<file path="config.mk">
export PLATFORM = sky130hd
export DESIGN_NAME = decoder_n_scan
export DESIGN_NICKNAME = d
export VERILOG_FILES = /design/src/rtl/decoder_n_scan_pkg.sv /design/src/rtl/decoder_n_scan_dwell_counter.sv /design/src/rtl/decoder_n_scan.sv
export SDC_FILE = /design/constraint.sdc
export NUM_CORES = 1
export LEC_CHECK = 0
export BUFFER_PORTS_ARGS = -buffer_cell sky130_fd_sc_hd__buf_4
export CAP_MARGIN = 15
export CORE_MARGIN = 4
export CORE_UTILIZATION = 30
export CTS_BUF_LIST = sky130_fd_sc_hd__clkbuf_4
export DETAILED_ROUTE_END_ITERATION = 7
export GPL_ROUTABILITY_DRIVEN = 0
export HOLD_SLACK_MARGIN = 0.05
export PLACE_DENSITY = 0.51
export RECOVER_POWER = 100
export SLEW_MARGIN = 10
export SYNTH_ARGS = -nofsm -noshare
export SYNTH_HDL_FRONTEND = slang
export SYNTH_SLANG_ARGS = --single-unit
</file>
<file path="constraint.sdc">
create_clock -name clk -period 2.6 [get_ports clk]
set_input_delay 0.52 -clock clk [delete_from_list [all_inputs] [get_ports clk]]
set_output_delay 0.52 -clock clk [all_outputs]
set_load 0.005 [all_outputs]
</file>
<file path="src/rtl/decoder_n_scan_pkg.sv">
// Shared types and helpers for the decoder/scan block and its timed sequencers.
package decoder_n_scan_pkg;

    typedef enum logic [1:0] {
        IDLE   = 2'd0,
        DIRECT = 2'd1,
        SCAN   = 2'd2
    } state_t;

    // Widest select the onehot helper supports; callers slice the low 2^N bits.
    localparam int MAX_N = 10;
    localparam int MAX_W = 1 << MAX_N;

    // One-hot decode of an index into a MAX_W-wide vector.
    function automatic logic [MAX_W-1:0] onehot(input logic [MAX_N-1:0] i);
        logic [MAX_W-1:0] v;
        v    = '0;
        v[i] = 1'b1;
        return v;
    endfunction

    // Counter width able to hold 0..dwell-1, never narrower than one bit.
    function automatic int dwell_cnt_w(input int dwell);
        return (dwell <= 2) ? 1 : $clog2(dwell);
    endfunction

endpackage

</file>
<file path="src/rtl/decoder_n_scan_dwell_counter.sv">
// Dwell timer: counts enabled cycles and flags the last cycle of a dwell period.
module dwell_counter
    import decoder_n_scan_pkg::*;
#(
    parameter int DWELL = 4
) (
    input  logic clk,
    input  logic rst,
    input  logic clr,
    input  logic inc,
    output logic done
);

    localparam int            CW   = dwell_cnt_w(DWELL);
    localparam logic [CW-1:0] LAST = CW'(DWELL - 1);

    logic [CW-1:0] cnt;

    // Count up while inc is held, restarting after the final dwell cycle.
    always_ff @(posedge clk) begin
        if (rst || clr) begin
            cnt <= '0;
        end else if (inc) begin
            cnt <= done ? '0 : cnt + CW'(1);
        end
    end

    assign done = (cnt == LAST);

endmodule

</file>
<file path="src/rtl/decoder_n_scan.sv">
// Registered N-to-2^N one-hot channel decoder with an auto-scan mode that
// steps through every channel, holding each for DWELL cycles.
module decoder_n_scan
    import decoder_n_scan_pkg::*;
#(
    parameter int N     = 2,
    parameter int DWELL = 4
) (
    input  logic              clk,
    input  logic              rst,
    input  logic              en,
    input  logic              mode,
    input  logic [N-1:0]      sel,
    output logic [(1<<N)-1:0] y,
    output logic [N-1:0]      idx,
    output logic              step,
    output logic              wrap
);

    localparam int           W        = 1 << N;
    localparam logic [N-1:0] LAST_IDX = '1;

    state_t           state;
    logic             scanning;
    logic             cnt_done;
    logic [N-1:0]     idx_nxt;
    logic [MAX_W-1:0] oh_sel;
    logic [MAX_W-1:0] oh_nxt;

    // Dwell timing only runs while a scan is already in progress; any other
    // cycle (entry, direct, idle) restarts it so every channel gets a full dwell.
    assign scanning = en && mode && (state == SCAN);

    dwell_counter #(
        .DWELL(DWELL)
    ) u_dwell (
        .clk (clk),
        .rst (rst),
        .clr (!scanning),
        .inc (scanning),
        .done(cnt_done)
    );

    // Next-channel index and the two candidate one-hot patterns.
    always_comb begin
        idx_nxt = idx + N'(1);
        oh_sel  = onehot(MAX_N'(sel));
        oh_nxt  = onehot(MAX_N'(idx_nxt));
    end

    // Mode FSM with registered select, index and scan pulses.
    always_ff @(posedge clk) begin
        if (rst) begin
            state <= IDLE;
            y     <= '0;
            idx   <= '0;
            step  <= 1'b0;
            wrap  <= 1'b0;
        end else if (!en) begin
            state <= IDLE;
            y     <= '0;
            step  <= 1'b0;
            wrap  <= 1'b0;
        end else if (!mode) begin
            state <= DIRECT;
            idx   <= sel;
            y     <= oh_sel[W-1:0];
            step  <= 1'b0;
            wrap  <= 1'b0;
        end else if (state != SCAN) begin
            state <= SCAN;
            idx   <= sel;
            y     <= oh_sel[W-1:0];
            step  <= 1'b0;
            wrap  <= 1'b0;
        end else if (cnt_done) begin
            idx   <= idx_nxt;
            y     <= oh_nxt[W-1:0];
            step  <= 1'b1;
            wrap  <= (idx == LAST_IDX);
        end else begin
            step  <= 1'b0;
            wrap  <= 1'b0;
        end
    end

endmodule

</file>
==> summary.md <==
| Metric | Value |
|---|---|
| First-pass GRT wire length | `1.78 mm` |
| Maxcap violations | `0` |
| Yosys cell types | `24` |
| Hold Vio Cnt, Final | `0` |
| Critical path capture point type | `primary output` |
| Die span in y | `about 52 µm` |
| Final min period | `1.36 ns` |
| Top cells by area, synth | `dfxtp_1 (42%), ha_1 (13%), mux2_2 (7.9%)` |
| Core area | `between 1500 and 2000 µm²` |
| 1st-iter DRT viols | `8` |
| Synth Area in Compound Gates | `0.0832` |
| Routed len/inst | `around 11 µm` |
| Crit start category | `flop` |
| Worst-path clk slew | `0.07 ns` |
| Hold WC Path Type | `input pin to flop` |
| Max Clock Freq | `736 MHz` |
| Maximum vdd ir drop | `0.226 mV` |
| Comb pwr share | `0.100` |
| N_diodes | `0` |
| Layout Cells excl Fill | `97` |
| Synthesized flop and latch total | `12` |
| Pre-antenna DRT Iters | `3` |
| Worst path arrival time | `0.84 ns` |
| Post-synth top area cell | `dfxtp_1` |
| Crit-path slowest cell | `dfxtp_1` |
| Combinational family with the most area after synthesis | `simple AND/OR/NAND/NOR gates` |
| Tcrit/Tclk final | `0.522` |
| Post-Route Setup TNS | `0 ns` |
| Post-Syn Nets | `70` |
| Die area | `2670 µm²` |
| CP Cell Sequence | `clkbuf_4` |
| Commonest non-fill, non-tap cell in the layout | `dfxtp_1` |
| Switching share of power | `0.234` |
| Grt total ovfl | `0` |
| Antenna violations before repair | `0` |
| H-tree Lvls | `1` |
| Max stage delay on crit path | `0.40 ns` |
| Pin count of the biggest net entering global routing | `9` |
| Critical path's top delay family | `flip-flops` |
| Clock Skew | `just under 0.006 ns` |
| Worst slew pin tran | `between 0.3 and 0.4 ns` |
| Synth Area in Simple Gates | `0.214` |
| Mapped cell area | `572 µm²` |
| Net Switching | `80.0 µW` |
| Post-synth top area share | `0.420` |
| Leak Pwr | `~0.31 nW` |
| Via count of the first global-routing pass | `403` |
| Dpl hpwl | `between 800 and 900 µm` |
| Final hold slack | `~0.42 ns` |
| Post-DRT Antenna Nets | `0` |
| Most frequent cells in the layout | `dfxtp_1 (12), clkbuf_4 (11), ha_1 (6)` |
| Resized cells post-CTS | `0` |
| Max-slew headroom at the worst pin | `0.789` |
| CTS sink cnt | `12` |
| Hold_buf cts | `0` |
| Post-synthesis adder-cell area fraction | `0.131` |
| Pwr/cell area | `487 nW/µm²` |
| Routed WL | `1.07 mm` |
| Row count | `15` |
| Area grow syn2layout | `23.0%` |
| Layout Nets | `85` |
| Dpl cells | `93` |
| Starting Density | `0.324` |
| Register area share after synthesis | `0.420` |
| CTS tree | `done` |
| Total GRT Usage | `0.0951` |
| Crit Path Category | `flop to primary output` |
| IO Port Bufs | `13` |
| CTS Buf Count | `3` |
| Routed vias/inst | `4.47` |
| Final setup vio count | `0` |
| Clock share of power | `0.337` |
| Clk root buf | `clkbuf_4` |
| Max Slew Vio Count | `0` |
| Share of cells above drive strength 1 | `0.264` |
| Xor/xnor share of the synthesized area | `0` |
| Finished Core Util | `0.399` |
| Req. time, crit path | `2.08 ns` |
| Mux contribution to synthesized area | `0.0963` |
| RSZ-0062 raised after global routing | `false` |
| Syn Inst Count | `58` |
| Syn Area/Cell | `9.86 µm²` |
| Sequential power share | `0.564` |
| Maximum clock path buffer count | `2` |
| Buf/Inv on CP | `1` |
| IO Count | `14` |
| Total setup buffers inserted after CTS | `0` |
| Worst skew pair latency | `0.27 ns` |
| Pint | `262 µW` |
| DR DRC count | `0` |
| CP Max Fanout | `5` |
| Status | `finished clean` |
| Die X | `just over 50 µm` |
| Synth warnings | `0` |
| Routed vias | `434` |
[state kept, by name, summed over array words and instances, names as in the netlist]
signal       count
idx              2
state            2
step             1
u_dwell.cnt      2
wrap             1
y                4
[synth_stat cells, drive strengths merged]
library cell,instances
a21o,1
a21oi,5
a311oi,1
a31oi,1
and2,2
and3,1
and3b,1
buf,2
clkbuf,1
dfxtp,12
ha,6
inv,3
mux2,4
mux2i,1
nand2,4
nand2b,1
nand3,2
nand3b,3
nand4,1
nand4bb,1
nor2,3
nor4,1
or3,1
[kinds of logic (layout without fill, tap and decap cells)]
| kind of cell | count (synthesis) | after routing |
|---|---|---|
| flops | 12 | 12 |
| compound gates | 8 | 8 |
| simple gates | 21 | 21 |
| fa+ha+maj | 6 | 6 |
| buf+inv | 6 | 20 |
| mux | 5 | 5 |
[final cells by class]
| class | count | area (µm²) |
|---|---|---|
| fillers | 204 | 1060 |
| multi-input cells | 40 | 300 |
| flip-flops and latches | 12 | 240 |
| repair buffers | 13 | 93.8 |
| well taps | 25 | 31.3 |
| clock buffers | 3 | 22.5 |
| inverters | 3 | 11.3 |
| clock inverters | 1 | 3.75 |
[worst paths after layout]
kind / startpoint / endpoint / slack (ns) / depth (start not counted)
setup reg to reg: u_dwell.cnt[0]$_SDFFE_PP0P_ / y[2]$_SDFFE_PP0P_ / 1.25 / 4
hold reg to reg: u_dwell.cnt[0]$_SDFFE_PP0P_ / u_dwell.cnt[0]$_SDFFE_PP0P_ / 0.47 / 1
hold / removal: mode / state[0]$_SDFFE_PP0P_ / 0.42 / 2
setup / recovery: idx[1]$_SDFFE_PP0P_ / idx[1] / 1.24 / 1
[power by group through the flow]
stage	combinational, mW	clock [mW]	sequential [mW]
floorplan	0.0178	0	0.197
global placement	0.0359	0	0.197
detailed placement	0.0359	0	0.198
CTS	0.0360	0.123	0.193
global route	0.0390	0.130	0.194
finish	0.0341	0.115	0.193
[through the flow]
| step | area [µm²] | power [mW] | worst slack [ns] |
|---|---|---|---|
| after floorplan | 572 | 0.215 | 1.32 |
| after global placement | 681 | 0.233 | 1.19 |
| after detailed placement | 681 | 0.233 | 1.15 |
| after CTS | 707 | 0.352 | 1.24 |
| after global routing | 703 | 0.363 | 1.15 |
| final | 703 | 0.342 | 1.24 |
[layer usage]
metal  GRT usage  wire length [µm]
met4      0.0393                12
met1       0.121               495
met2       0.129               479
met5           0                 0
met3      0.0544                80
No activity file was read; power rests on OpenSTA's default activity.
